### config.mk
export PLATFORM = sky130hd
export DESIGN_NAME = execute_operand_stage
export DESIGN_NICKNAME = d
export VERILOG_FILES = /design/src/rtl/execute_operand_stage.sv
export SDC_FILE = /design/constraint.sdc
export NUM_CORES = 1
export LEC_CHECK = 0
export BUFFER_PORTS_ARGS = -buffer_cell sky130_fd_sc_hd__buf_4
export CAP_MARGIN = 20
export CORE_ASPECT_RATIO = 1.5
export CORE_UTILIZATION = 45
export CTS_CLUSTER_DIAMETER = 30
export DETAILED_ROUTE_END_ITERATION = 16
export PLACE_DENSITY = 0.81
export SLEW_MARGIN = 20
export SYNTH_ARGS = -nofsm -noshare
export SYNTH_HDL_FRONTEND = slang
export SYNTH_SLANG_ARGS = --single-unit
### constraint.sdc
create_clock -name clk -period 4.6 [get_ports clk]
set_input_delay 0.92 -clock clk [delete_from_list [all_inputs] [get_ports clk]]
set_output_delay 0.92 -clock clk [all_outputs]
set_load 0.03 [all_outputs]
### src/rtl/execute_operand_stage.sv
// ID/EX operand slot: holds one decoded instruction, resolves MEM/WB forwarding,
// stalls on load-use, and presents ALU operands with a valid/ready handshake.
module execute_operand_stage #(
  parameter int ADDR_W = 5,
  parameter int OP_W   = 6
) (
  input  logic              clk,
  input  logic              rstN,
  input  logic              inValid,
  output logic              inReady,
  input  logic [31:0]       inPc,
  input  logic [31:0]       inRsData,
  input  logic [31:0]       inRtData,
  input  logic [31:0]       inImm,
  input  logic [4:0]        inShamt,
  input  logic [ADDR_W-1:0] inRsAddr,
  input  logic [ADDR_W-1:0] inRtAddr,
  input  logic [ADDR_W-1:0] inDestAddr,
  input  logic [OP_W-1:0]   inAluOp,
  input  logic [1:0]        inSrc1Sel,
  input  logic              inSrc2Sel,
  input  logic              flush,
  input  logic              memWe,
  input  logic [ADDR_W-1:0] memAddr,
  input  logic [31:0]       memData,
  input  logic              memIsLoad,
  input  logic              wbWe,
  input  logic [ADDR_W-1:0] wbAddr,
  input  logic [31:0]       wbData,
  output logic              outValid,
  input  logic              outReady,
  output logic [31:0]       aluInput1,
  output logic [31:0]       aluInput2,
  output logic [OP_W-1:0]   aluOp,
  output logic [31:0]       outPc,
  output logic [ADDR_W-1:0] outDestAddr,
  output logic [31:0]       outStoreData
);

  logic              full;
  logic [31:0]       pc;
  logic [31:0]       rs_val;
  logic [31:0]       rt_val;
  logic [31:0]       imm;
  logic [4:0]        shamt;
  logic [ADDR_W-1:0] rs_addr;
  logic [ADDR_W-1:0] rt_addr;
  logic [ADDR_W-1:0] dest_addr;
  logic [OP_W-1:0]   op;
  logic [1:0]        src1_sel;
  logic              src2_sel;

  logic [31:0] rs_fwd;
  logic [31:0] rt_fwd;
  logic        hazard;
  logic        fire;
  logic        capture;

  // MEM beats WB; a MEM load has no data yet, so it never forwards.
  always_comb begin
    rs_fwd = rs_val;
    if (rs_addr == '0)
      rs_fwd = '0;
    else if (memWe && !memIsLoad && memAddr == rs_addr)
      rs_fwd = memData;
    else if (wbWe && wbAddr == rs_addr)
      rs_fwd = wbData;
  end

  always_comb begin
    rt_fwd = rt_val;
    if (rt_addr == '0)
      rt_fwd = '0;
    else if (memWe && !memIsLoad && memAddr == rt_addr)
      rt_fwd = memData;
    else if (wbWe && wbAddr == rt_addr)
      rt_fwd = wbData;
  end

  // rt always counts as used because store data is always presented.
  assign hazard = full && memWe && memIsLoad && (memAddr != '0) &&
                  (((src1_sel == 2'd0) && (memAddr == rs_addr)) || (memAddr == rt_addr));

  assign outValid = full && !hazard && !flush;
  assign fire     = outValid && outReady;
  assign inReady  = !full || fire;
  assign capture  = inValid && inReady && !flush;

  always_comb begin
    aluInput1 = '0;
    case (src1_sel)
      2'd0:    aluInput1 = rs_fwd;
      2'd1:    aluInput1 = {27'b0, shamt};
      2'd2:    aluInput1 = pc + 32'd8;
      default: aluInput1 = '0;
    endcase
  end

  assign aluInput2    = src2_sel ? imm : rt_fwd;
  assign aluOp        = op;
  assign outPc        = pc;
  assign outDestAddr  = dest_addr;
  assign outStoreData = rt_fwd;

  // Refresh while held keeps a passing WB result from being lost during a stall.
  always_ff @(posedge clk or negedge rstN) begin
    if (!rstN) begin
      full      <= 1'b0;
      pc        <= '0;
      rs_val    <= '0;
      rt_val    <= '0;
      imm       <= '0;
      shamt     <= '0;
      rs_addr   <= '0;
      rt_addr   <= '0;
      dest_addr <= '0;
      op        <= '0;
      src1_sel  <= '0;
      src2_sel  <= 1'b0;
    end else if (flush) begin
      full <= 1'b0;
    end else if (capture) begin
      full      <= 1'b1;
      pc        <= inPc;
      rs_val    <= inRsData;
      rt_val    <= inRtData;
      imm       <= inImm;
      shamt     <= inShamt;
      rs_addr   <= inRsAddr;
      rt_addr   <= inRtAddr;
      dest_addr <= inDestAddr;
      op        <= inAluOp;
      src1_sel  <= inSrc1Sel;
      src2_sel  <= inSrc2Sel;
    end else if (fire) begin
      full <= 1'b0;
    end else if (full) begin
      rs_val <= rs_fwd;
      rt_val <= rt_fwd;
    end
  end

endmodule
======== After elaboration in Yosys (flattened, before gate mapping) ========
Index checks and enable logic that the tools add are counted.
cells by class
  add/sub/neg operators ................... 1
  equal/unequal tests ..................... 7
  multiplexer cells ....................... 17
  bitwise logic cells ..................... 1
  reduce and logical (&&, ||, !) cells .... 29
operator list
  kind                   count
  $mux 32                13
  $pmux 32 s3            1
  $add 32x4->32 const B  1
  $eq 5x5->1             4
  $logic_and 1x1->1      15
  $logic_not 5->1        2
  $reduce_bool 5->1      1
  $logic_not 1->1        4
  $mux 1                 3
  $reduce_and 3->1       1
  $reduce_bool 3->1      1
  $eq 2x1->1 const B     1
  $eq 2x2->1 const B     1
  $logic_not 2->1        1
  $logic_or 1x1->1       2
  $ne 2x1->1 const B     1
  $reduce_and 2->1       1
  $reduce_bool 2->1      1
  $not 1->1              1
storage, ports and cells
  register bits after elaboration ......... 158
  bits of input ports ..................... 239
  output and inout port bits .............. 141
  word-level logic and storage cells ...... 67

======== Depth between registers and ports, before layout ========
Gate-level depths: netlist of run 1.
  depth in word-level cells ............... 13
  gate-level depth with buffers ........... 8
  gate-level depth less buffers ........... 7

======== Worst setup path after synthesis of run 1 ========
OpenSTA, ideal clock, no wires.
  path kind ............................... input to output
  start ................................... input port wbAddr[2]
  end ..................................... output port aluInput1[13]
  data arrival time ....................... 2.999 ns
  required time ........................... 3.680 ns
  slack ................................... 0.681 ns
  stages .................................. 7
  buffers on the path ..................... 1
  path through ............................ xnor2_1 > nand4_1 > clkbuf_1 > or3_1 > a311oi_1 > nor2_1 > a211oi_1
between the ends
  word-level cells in the longest chain between the ends .. 6
ends and longest elaborated chain
  element             RTL line  text
  start: declaration  28        input logic [ADDR_W-1:0] wbAddr,
  $eq 5x5->1          66        else if (wbWe && wbAddr == rs_addr)
  $logic_and 1x1->1   66
  $mux 32             66
  $mux 32             64        else if (memWe && !memIsLoad && memAddr == rs_addr)
  $mux 32             62        if (rs_addr == '0)
  $pmux 32 s3         91        case (src1_sel)
  end: declaration    32        output logic [31:0] aluInput1,
Every way passes these cells.

======== Worst setup path after layout of run 1 ========
  start ................................... input port wbAddr[0]
  end ..................................... output port aluInput1[19]
The elaborated chain is that of the path after synthesis.

==> results of run 1 <==
-- cell families after synthesis --
family                   synth area share
multiplexers                       0.0305
AND/OR/NAND/NOR                     0.222
buffers and inverters              0.0615
AO/OA/AOI/OAI                       0.246
flip-flops                          0.397
adder cells (fa/ha/maj)           0.00126
XOR/XNOR                           0.0413
-- routing by layer --
layer / wire length (um) / part of all wire
met1: 15000 / 0.38
met2: 19500 / 0.49
met3: 2760 / 0.069
met4: 2630 / 0.066
met5: 0 / 0
-- stage by stage --
step                setup WS [ns]  power [W]  instance area [um^2]  hold slack, ns   util
floorplan                   0.681    0.00355                  9960           0.440      -
global placement            0.582    0.00458                 12900           0.451  0.592
detailed placement          0.571    0.00462                 12900           0.457  0.592
CTS                         0.570    0.00607                 13500           0.472  0.620
global route                0.354    0.00637                 13500           0.494  0.621
finish                      0.529    0.00607                 13500           0.468  0.621
-- worst max path at each step --
stage,startpoint,to,slack [ns],cells past startpoint
after floorplan,wbAddr[2],aluInput1[13],0.68,7
after CTS,wbAddr[2],aluInput1[11],0.57,10
after global placement,wbAddr[2],aluInput1[11],0.58,10
after detailed placement,wbAddr[2],aluInput1[11],0.57,10
after global routing,wbAddr[2],aluInput1[11],0.35,10
final,wbAddr[0],aluInput1[19],0.53,9
-- flip-flops by register name (all words and copies together), names as in the netlist --
register and count:
full 1, src1_sel 2, imm 32, outDestAddr 5, rt_addr 5, rs_addr 5
rt_val 32, rs_val 32, shamt 5, aluOp 6, src2_sel 1, outPc 32
-- final cells by class --
class	count	area, um^2	share of cell area
diodes	5	12.5	0.000928
clock buffers	22	484	0.0359
clock inverters	10	111	0.00826
inverters	19	71.3	0.00529
multi-input cells	940	5430	0.403
flip-flops and latches	158	3960	0.293
well taps	272	340	0.0252
repair buffers	402	3080	0.228
-- worst max-delay path, cell delays in order --
cell and delay [ns]:
buf_4 0.13, xor2_2 0.23, nand2b_1 0.44, buf_4 0.32, o21ai_0 0.10, o311ai_0 0.15
o21ai_0 0.38, o22ai_1 0.26, buf_4 0.21
-- cell usage in the layout (no fill, tap or decap), drive strengths merged, types with 6 or more instances in the layout --
| master | Yosys | final |
|---|---|---|
| clkbuf | 64 | 22 |
| nor3 | 16 | 16 |
| nand3b | 22 | 22 |
| a22oi | 15 | 15 |
| nor2 | 22 | 22 |
| mux2i | 9 | 9 |
| o21ai | 127 | 127 |
| buf | 37 | 402 |
| nand3 | 14 | 14 |
| mux2 | 19 | 19 |
| a31o | 14 | 14 |
| or3 | 7 | 7 |
| nand2 | 370 | 370 |
| inv | 19 | 19 |
| xor2 | 28 | 28 |
| a211oi | 8 | 8 |
| o311ai | 32 | 32 |
| xnor2 | 19 | 19 |
| a311oi | 10 | 10 |
| dfrtp | 158 | 158 |
| o22ai | 17 | 17 |
| and3 | 6 | 6 |
| o2111ai | 16 | 16 |
| a21oi | 51 | 51 |
| nand4 | 9 | 9 |
| nor2b | 20 | 20 |
| a2bb2oi | 45 | 45 |
| nand4b | 6 | 6 |
-- report_power, final --
part | switching [W] | total, W | internal (W)
clock | 0.000590 | 0.00144 | 0.000854
sequential | 0.000236 | 0.00189 | 0.00166
combinational | 0.00164 | 0.00274 | 0.00110
total | 0.00247 | 0.00607 | 0.00361
==> results.sh, run 1 <==
export IMPL_status="completed"
export IMPL_rr_endpoint="rt_val[27]$_DFFE_PN0P_"
export IMPL_fin_cells=1828
export IMPL_wirelength_um=39900
export IMPL_slew_violations=0
export IMPL_yosysUniqueCellTypes=58
export IMPL_synthArstFlopShare=1.00
export IMPL_hold_start="imm[13]$_DFFE_PN0P_"
export IMPL_drive_gt1_frac=0.313
export IMPL_use_met3=0.0702
export IMPL_syn_nets=1458
export IMPL_yosys_area_top_type="dfrtp_1"
export IMPL_drc_errors=0
export IMPL_cts_tree="done"
export IMPL_gr_max_usage_layer="met2"
export IMPL_cp_required_ns=3.68
export IMPL_num_fill_cells=1897
export IMPL_power_density_mw_per_mm2=450
export IMPL_clockBufferDepth=2
export IMPL_skew_ns=0.00649
export IMPL_total_leakage_power_nw=6.40
export IMPL_grt_total_usage=0.352
export IMPL_die_height_um=184
export IMPL_clock_tree_root_cell="clkbuf_16"
export IMPL_fin_crit_sh=0.885
export IMPL_use_met2=0.571
export IMPL_antenna_found_initial=5
export IMPL_ctsResizeCount=0
export IMPL_grt_first_pass_wirelength_um=59900
export IMPL_antenna_left=0
export IMPL_cp_data_arrival_time_ns=3.15
export IMPL_die_w_um=123
export IMPL_row_count=66
export IMPL_core_mm2=0.0217
export IMPL_hpwl_um=29600
export IMPL_grt_max_degree=102
export IMPL_synthesis_area_mm2=0.00996
export IMPL_syn_to_final_growth_pct=35.3
export IMPL_synth_main_ff_cell="dfrtp_1"
export IMPL_routed_via_density=5.96
export IMPL_cts_sinks=158
export IMPL_ys_seq_area_frac=0.397
export IMPL_postCtsSetupRepairBufs=0
export IMPL_crit_type="primary input to output pin"
export IMPL_ys_top_cells_by_count="nand2_1, dfrtp_1, o21ai_0"
export IMPL_syn_avg_cell_area_um2=8.18
export IMPL_tightest_slew_ns=0.999
export IMPL_synth_edf_count=0
export IMPL_min_period_ns=4.07
export IMPL_fin_tns_setup_ns=0
export IMPL_peakVddDrop_v=0.000372
export IMPL_min_to="imm[13]$_DFFE_PN0P_"
export IMPL_regToRegSetupSlack_ns=1.86
export IMPL_ios=380
export IMPL_timing_fmax_mhz=246
export IMPL_syn_inst=1218
export IMPL_cp_end_kind="output pin"
export IMPL_synth_most_common_cell="nand2_1"
export IMPL_hp_class="register to register"
export IMPL_cap_violations=0
export IMPL_worst_setup_path_start_kind="primary input"
export IMPL_htreeDepth=4
export IMPL_worstRegToRegCells=8
export IMPL_cp_max_fo=17
export IMPL_ys_warn_count=0
export IMPL_port_buffers=379
export IMPL_synth_seq_cells=158
export IMPL_gp_congestion=0.897
export IMPL_wl_per_cell_um=21.8
export IMPL_hold_buffers=0
export IMPL_fp_dieArea_mm2=0.0228
export IMPL_slew_headroom=0.334
export IMPL_ys_top_cells_by_area="dfrtp_1, nand2_1, o21ai_0, a2bb2oi_1, o311ai_0"
export IMPL_overflow=0
export IMPL_rsz0062_at_grt="no"
export IMPL_drtIter0Drc=693
export IMPL_clk_pin_slew_ns=0.06
export IMPL_grtUsageMet1=0.412
export IMPL_timing_final_hold_violations=0
export IMPL_dp_cells=1790
export IMPL_grt_pass1_vias=10600
export IMPL_final_net_count=1778
export IMPL_vias=10900
export IMPL_whs_path_depth=2
export IMPL_firstDrtPassIters=5
export IMPL_start_util=0.459
export IMPL_setup_viol=0
export IMPL_r2r_start="src1_sel[0]$_DFFE_PN0P_"
export IMPL_numCtsBuffers=17
export IMPL_clk_latency_ns=0.43
export IMPL_yosysTopAreaCellShare=0.397
Note: power is estimated with default switching activity, not from simulation.
==> inputs of run 2 (changes only) <==
--- a/config.mk
+++ b/config.mk
@@ -5,13 +5,14 @@
 export SDC_FILE = /design/constraint.sdc
 export NUM_CORES = 1
 export LEC_CHECK = 0
+export ABC_AREA = 1
 export BUFFER_PORTS_ARGS = -buffer_cell sky130_fd_sc_hd__buf_4
 export CAP_MARGIN = 20
 export CORE_ASPECT_RATIO = 1.5
-export CORE_UTILIZATION = 45
+export CORE_UTILIZATION = 44
 export CTS_CLUSTER_DIAMETER = 30
 export DETAILED_ROUTE_END_ITERATION = 16
-export PLACE_DENSITY = 0.81
+export PLACE_DENSITY = 0.79
 export SLEW_MARGIN = 20
 export SYNTH_ARGS = -nofsm -noshare
 export SYNTH_HDL_FRONTEND = slang
==> run 2 against run 1 <==
Compared with the run above:
- final cell count rose by 25%
- global-route usage increased by 1.7 points
- wire length is 16% higher
- clock-buffer cell count rose by 2
- register-to-register slack worse by 0.20 ns
- critical path depth up 3
==> results.sh, run 2 <==
export IMPL_ys_warn_count=0
export IMPL_clockBufferDepth=2
export IMPL_fp_dieArea_mm2=0.0249
export IMPL_grt_total_usage=0.369
export IMPL_fin_crit_sh=0.865
export IMPL_cp_slowest_cell="inv_1"
export IMPL_min_period_ns=3.98
export IMPL_row_count=69
export IMPL_num_fill_cells=2330
export IMPL_setup_viol=0
export IMPL_yosysTopAreaCellShare=0.371
export IMPL_slew_headroom=0.316
export IMPL_fin_tns_setup_ns=0
export IMPL_firstDrtPassIters=7
export IMPL_grtUsageMet1=0.446
export IMPL_port_buffers=379
export IMPL_synth_top_family_by_area="simple AND/OR/NAND/NOR gates"
export IMPL_peakVddDrop_v=0.000291
export IMPL_clock_tree_root_cell="clkbuf_16"
export IMPL_slew_violations=0
export IMPL_yosysUniqueCellTypes=32
export IMPL_cts_tree="done"
export IMPL_postCtsSetupRepairBufs=0
export IMPL_synthArstFlopShare=1.00
export IMPL_skew_ns=0.00863
export IMPL_syn_inst=1641
export IMPL_routed_via_density=5.66
export IMPL_antenna_left=0
export IMPL_synth_compound_area_frac=0.0984
export IMPL_crit_type="primary input to output pin"
export IMPL_syn_nets=1881
export IMPL_fin_cells=2288
export IMPL_antenna_found_initial=2
export IMPL_use_met3=0.0663
export IMPL_dpl_cell_area_mm2=0.0137
export IMPL_hpwl_um=34900
export IMPL_worst_setup_path_start_kind="primary input"
export IMPL_cp_data_arrival_time_ns=3.06
export IMPL_crit_buf_inv=4
export IMPL_gr_max_usage_layer="met2"
export IMPL_die_height_um=193
export IMPL_ys_top_cells_by_count="nand2_1, nand3_1, dfrtp_1"
export IMPL_wirelength_um=46200
export IMPL_synth_most_common_cell="nand2_1"
export IMPL_power_density_mw_per_mm2=446
export IMPL_synth_edf_count=0
export IMPL_drc_errors=0
export IMPL_slowest_delay_ns=0.53
export IMPL_cp_max_fo=21
export IMPL_ys_seq_area_frac=0.371
export IMPL_rsz0062_at_grt="no"
export IMPL_clk_latency_ns=0.44
export IMPL_cap_violations=0
export IMPL_hold_buffers=0
export IMPL_total_leakage_power_nw=7.72
export IMPL_design_area_mm2=0.0143
export IMPL_synth_seq_cells=158
export IMPL_gp_congestion=0.942
export IMPL_die_w_um=129
export IMPL_drive_gt1_frac=0.234
export IMPL_place_ws_ns=0.704
export IMPL_cts_sinks=158
export IMPL_dp_cells=2254
export IMPL_status="completed"
export IMPL_final_net_count=2194
export IMPL_final_util=0.600
export IMPL_syn_to_final_growth_pct=33.6
export IMPL_final_cell_mix="nand2_1, buf_4, nand3_1"
export IMPL_wl_per_cell_um=20.2
export IMPL_cp_end_kind="output pin"
export IMPL_yosys_area_top_type="dfrtp_1"
export IMPL_path_cells="buf_4 -> inv_1 -> nand2_1 -> nand2_1 -> nor3_2 -> nand3_2 -> inv_1 -> nor2_1 -> nor2_1 -> nand2_1 -> nand2_1 -> buf_4"
export IMPL_yosys_mux_area_fraction=0
export IMPL_grt_max_degree=84
export IMPL_mostFrequentLayoutCell="nand2_1"
export IMPL_synth_simple_area_share=0.416
export IMPL_synthesis_area_mm2=0.0107
export IMPL_vias=13000
export IMPL_grt_pass1_vias=12000
export IMPL_timing_final_hold_violations=0
export IMPL_timing_fmax_mhz=251
export IMPL_ios=380
export IMPL_hp_class="register to register"
export IMPL_overflow=0
export IMPL_core_mm2=0.0237
export IMPL_syn_avg_cell_area_um2=6.50
export IMPL_use_met2=0.590
export IMPL_ctsResizeCount=0
export IMPL_synth_main_ff_cell="dfrtp_1"
export IMPL_tightest_slew_ns=1.02
export IMPL_seq_area_mm2=0.00395
export IMPL_start_util=0.449
export IMPL_cp_required_ns=3.68
export IMPL_ys_top_cells_by_area="dfrtp_1, nand2_1, nand3_1, o21ai_0, inv_1"
export IMPL_grt_first_pass_wirelength_um=68300
export IMPL_yosys_area_share_xor_xnor=0.00739
export IMPL_cpMostUsedCell="nand2_1"
export IMPL_multi_input_area_mm2=0.00561
export IMPL_clk_pin_slew_ns=0.06
export IMPL_drtIter0Drc=1287
export IMPL_timing_final_ws_setup_ns=0.621
export IMPL_htreeDepth=4
export IMPL_numCtsBuffers=17
export IMPL_cpLargestDelayFamily="simple AND/OR/NAND/NOR gates"
export IMPL_synth_adder_area_share=0.00117
-- run 2: changes by cell type in the layout (fill, tap and decap cells not counted), moves of 19 or more --
cell / change
nand3_1: +292
nor2b_1: -20
xor2_1: -19
nand4_1: +33
o311ai_0: -32
nor2_1: +73
mux2_2: -19
a2bb2oi_1: -43
nand2_1: +118
inv_1: +137
-- run 2: cell type report --
class                           count  area share
Multi-Input combinational cell   1208       0.394
Sequential cell                   158       0.277
Timing Repair Buffer              410       0.218
Inverter                          159      0.0419
Clock buffer                       24      0.0331
Tap cell                          319      0.0280
Clock inverter                      8     0.00746
Antenna cell                        2    0.000351
-- run 2: logic make-up after synthesis --
group,count (synthesis)
compound gates,199
xor+xnor,9
buf+inv,275
simple gates,999
flops,158
fa+ha+maj,1
-- run 2: where the power goes --
group          switching [W]  total [W]  internal, W  leakage [nW]
clock               0.000598    0.00143     0.000832         0.275
combinational        0.00196    0.00297      0.00101          5.54
sequential          0.000263    0.00196      0.00170          1.91
total                0.00282    0.00636      0.00354          7.72
-- run 2: final timing paths --
| check | start | end | slack, ns | depth (start not counted) |
|---|---|---|---|---|
| max in group asynchronous | rstN | rt_val[31]$_DFFE_PN0P_ | 3.11 | 2 |
| min in group asynchronous | rstN | aluOp[2]$_DFFE_PN0P_ | 0.55 | 1 |
| setup / recovery | memAddr[0] | aluInput2[9] | 0.62 | 12 |
| hold / removal | aluOp[4]$_DFFE_PN0P_ | aluOp[4]$_DFFE_PN0P_ | 0.47 | 2 |
| setup reg to reg | src1_sel[0]$_DFFE_PN0P_ | rt_val[0]$_DFFE_PN0P_ | 1.66 | 10 |
| hold reg to reg | aluOp[4]$_DFFE_PN0P_ | aluOp[4]$_DFFE_PN0P_ | 0.47 | 2 |
-- run 2: worst min-delay path: stages, from the launching register on --
cell     delay, ns
dfrtp_1       0.34
nand2_1       0.05
nand2_1       0.05
-- run 2: per-stage QoR --
stage | hold WS [ns] | total power (W)
after floorplan | 0.442 | 0.00367
after global placement | 0.453 | 0.00487
after detailed placement | 0.459 | 0.00490
after CTS | 0.475 | 0.00633
after global routing | 0.486 | 0.00668
final | 0.472 | 0.00636
-- run 2: metal layers --
layer / up-vias / share of wire
met4: 0 / 0.071
met5: - / 0
met3: 158 / 0.082
met1: 6027 / 0.37
li1: 6000 / -
met2: 773 / 0.48
==> inputs of run 3 (changes only) <==
--- a/config.mk
+++ b/config.mk
@@ -6,13 +6,13 @@
 export NUM_CORES = 1
 export LEC_CHECK = 0
 export ABC_AREA = 1
-export BUFFER_PORTS_ARGS = -buffer_cell sky130_fd_sc_hd__buf_4
 export CAP_MARGIN = 20
 export CORE_ASPECT_RATIO = 1.5
 export CORE_UTILIZATION = 44
 export CTS_CLUSTER_DIAMETER = 30
 export DETAILED_ROUTE_END_ITERATION = 16
-export PLACE_DENSITY = 0.79
+export DONT_BUFFER_PORTS = 1
+export PLACE_DENSITY = 0.68
 export SLEW_MARGIN = 20
 export SYNTH_ARGS = -nofsm -noshare
 export SYNTH_HDL_FRONTEND = slang
==> constraint.sdc (replaced) <==
create_clock -name clk -period 3.3 [get_ports clk]
set_input_delay 0.66 -clock clk [delete_from_list [all_inputs] [get_ports clk]]
set_output_delay 0.66 -clock clk [all_outputs]
set_load 0.03 [all_outputs]
==> run 3 against run 2 <==
Compared with the run above:
- global-route usage is 1.7 points lower
- the run now ends with negative hold slack left
- sequential power is 43% higher
- largest cell class unchanged
- largest power group unchanged
- critical path type is now register to output pin
- via count is 9.1% lower
==> results.sh, run 3 (same netlist as run 2, synthesis figures left out) <==
export IMPL_final_net_count=1938
export IMPL_power_density_mw_per_mm2=671
export IMPL_final_cell_mix="nand2_1, nand3_1, dfrtp_1"
export IMPL_seqPwrFrac=0.328
export IMPL_core_mm2=0.0237
export IMPL_place_ws_ns=0.133
export IMPL_routed_via_density=5.78
export IMPL_cts_tree="done"
export IMPL_wl_per_cell_um=21.9
export IMPL_hpwl_um=34200
export IMPL_fin_tns_setup_ns=0
export IMPL_grt_total_usage=0.352
export IMPL_cts_sinks=158
export IMPL_hp_class="primary input to asynchronous set/reset pin"
export IMPL_comb_power_share=0.446
export IMPL_mostFrequentLayoutCell="nand2_1"
export IMPL_dp_cells=1995
export IMPL_num_fill_cells=2374
export IMPL_fp_dieArea_mm2=0.0249
export IMPL_status="finished, violations left"
export IMPL_crit_type="register to output pin"
export IMPL_drtIter0Drc=1165
export IMPL_p_int_w=0.00460
export IMPL_slew_headroom=0.482
export IMPL_clock_tree_root_cell="clkbuf_16"
export IMPL_cp_data_arrival_time_ns=2.58
export IMPL_slew_violations=0
export IMPL_port_buffers=0
export IMPL_tightest_slew_ns=0.775
export IMPL_grt_max_degree=159
export IMPL_start_util=0.449
export IMPL_grt_first_pass_wirelength_um=64300
export IMPL_total_leakage_power_nw=6.56
export IMPL_antenna_left=0
export IMPL_drive_gt1_frac=0.149
export IMPL_hold_ws_ns=-0.0806
export IMPL_numCtsBuffers=17
export IMPL_setup_viol=0
export IMPL_syn_to_final_growth_pct=19.1
export IMPL_clockBufferDepth=2
export IMPL_fin_cells=2038
export IMPL_cp_end_kind="output pin"
export IMPL_grt_pass1_vias=10900
export IMPL_fin_crit_sh=0.981
export IMPL_clk_latency_ns=0.44
export IMPL_antenna_found_initial=10
export IMPL_worst_setup_path_start_kind="register"
export IMPL_p_sw_w=0.00392
export IMPL_cp_max_fo=4
export IMPL_die_height_um=193
export IMPL_cp_required_ns=2.64
export IMPL_overflow=0
export IMPL_die_w_um=129
export IMPL_firstDrtPassIters=7
export IMPL_p_sw_frac=0.460
export IMPL_vias=11800
export IMPL_p_clk_frac=0.226
export IMPL_timing_final_ws_setup_ns=0.0639
export IMPL_peakVddDrop_v=0.000424
export IMPL_drc_errors=0
export IMPL_rsz0062_at_grt="yes"
export IMPL_violations="negative hold slack"
export IMPL_timing_fmax_mhz=309
export IMPL_timing_final_hold_violations=116
export IMPL_gp_congestion=1.04
export IMPL_row_count=69
export IMPL_ios=380
export IMPL_skew_ns=0.0126
export IMPL_wirelength_um=44500
export IMPL_cap_violations=0
export IMPL_clk_pin_slew_ns=0.07
export IMPL_htreeDepth=4
export IMPL_final_util=0.535
export IMPL_min_period_ns=3.24
==> run 3: cell types whose count changed in the layout (fill, tap and decap cells not counted), moves of 6 or more <==
cell     delta
nand3_1     -8
buf_4     -271
diode_2     +6
nor2_1     -19
buf_12     +13
nor2_2     +14
nand2_1     -7
nand3_2     +6
nand2_2     +7
==> run 3: worst max-delay path: stages (launching register included) <==
cell	delay, ns
dfrtp_1	0.36
ha_2	0.19
nand2_2	0.08
nor2_4	0.17
inv_1	0.07
nor2_2	0.10
nand4_1	0.23
nor2_4	0.23
nand2_2	0.10
o21ai_2	0.17
nand3_2	0.16
o21ai_2	0.10
buf_4	0.18
==> run 3: metrics by stage <==
| step | power, W | hold slack, ns | instance area [um^2] |
|---|---|---|---|
| global placement | 0.00647 | 0.369 | 11900 |
| floorplan | 0.00512 | 0.364 | 10700 |
| global route | 0.00896 | -0.103 | 12700 |
| CTS | 0.00845 | -0.0991 | 12500 |
| detailed placement | 0.00651 | 0.371 | 11900 |
| finish | 0.00852 | -0.0806 | 12700 |
==> run 3: cell type report <==
class                      instances  area (um^2)  area share
clock buffer                      19          443      0.0349
inverter                         159          601      0.0473
antenna                            8         20.0     0.00158
timing repair buffer             154         1360       0.107
tap                              319          399      0.0314
sequential                       158         3960       0.311
multi-input combinational       1208         5810       0.457
clock inverter                    13          121     0.00956
==> run 3: metal layers <==
| layer | wire length (um) | global-route usage | share of wire |
|---|---|---|---|
| met1 | 16000 | 0.397 | 0.36 |
| met5 | 39 | 0 | 0.00088 |
| met4 | 3290 | 0.267 | 0.074 |
| met3 | 3890 | 0.0895 | 0.087 |
| met2 | 21300 | 0.568 | 0.48 |
==> run 3: repair_timing <==
action / 4_1_cts / 5_1_grt
buffers inserted: 0 / 3
hold endpoints to repair: 158 / 158
endpoints found under the setup margin: 6 / 47
pin swaps: 0 / 6
resized for setup: 8 / 55
==> run 3: path summary, 6_finish.rpt <==
check,depth (start not counted),endpoint,slack [ns],start
max in group asynchronous,0,rt_val[8]$_DFFE_PN0P_,3.00,rstN
max reg2reg,13,outPc[13]$_DFFE_PN0P_,0.85,rt_addr[0]$_DFFE_PN0P_
min in group clk,2,outDestAddr[2]$_DFFE_PN0P_,0.36,inDestAddr[2]
min,0,outPc[25]$_DFFE_PN0P_,-0.08,rstN
max,12,aluInput1[25],0.06,outPc[3]$_DFFE_PN0P_
min reg2reg,2,imm[20]$_DFFE_PN0P_,0.47,imm[20]$_DFFE_PN0P_
==> run 3: power by group through the flow <==
| stage | registers, W | logic (W) | clock network (W) |
|---|---|---|---|
| after CTS | 0.00278 | 0.00371 | 0.00195 |
| after global placement | 0.00281 | 0.00366 | 0 |
| final | 0.00280 | 0.00380 | 0.00192 |
| after floorplan | 0.00283 | 0.00229 | 0 |
| after global routing | 0.00284 | 0.00410 | 0.00202 |
| after detailed placement | 0.00282 | 0.00369 | 0 |
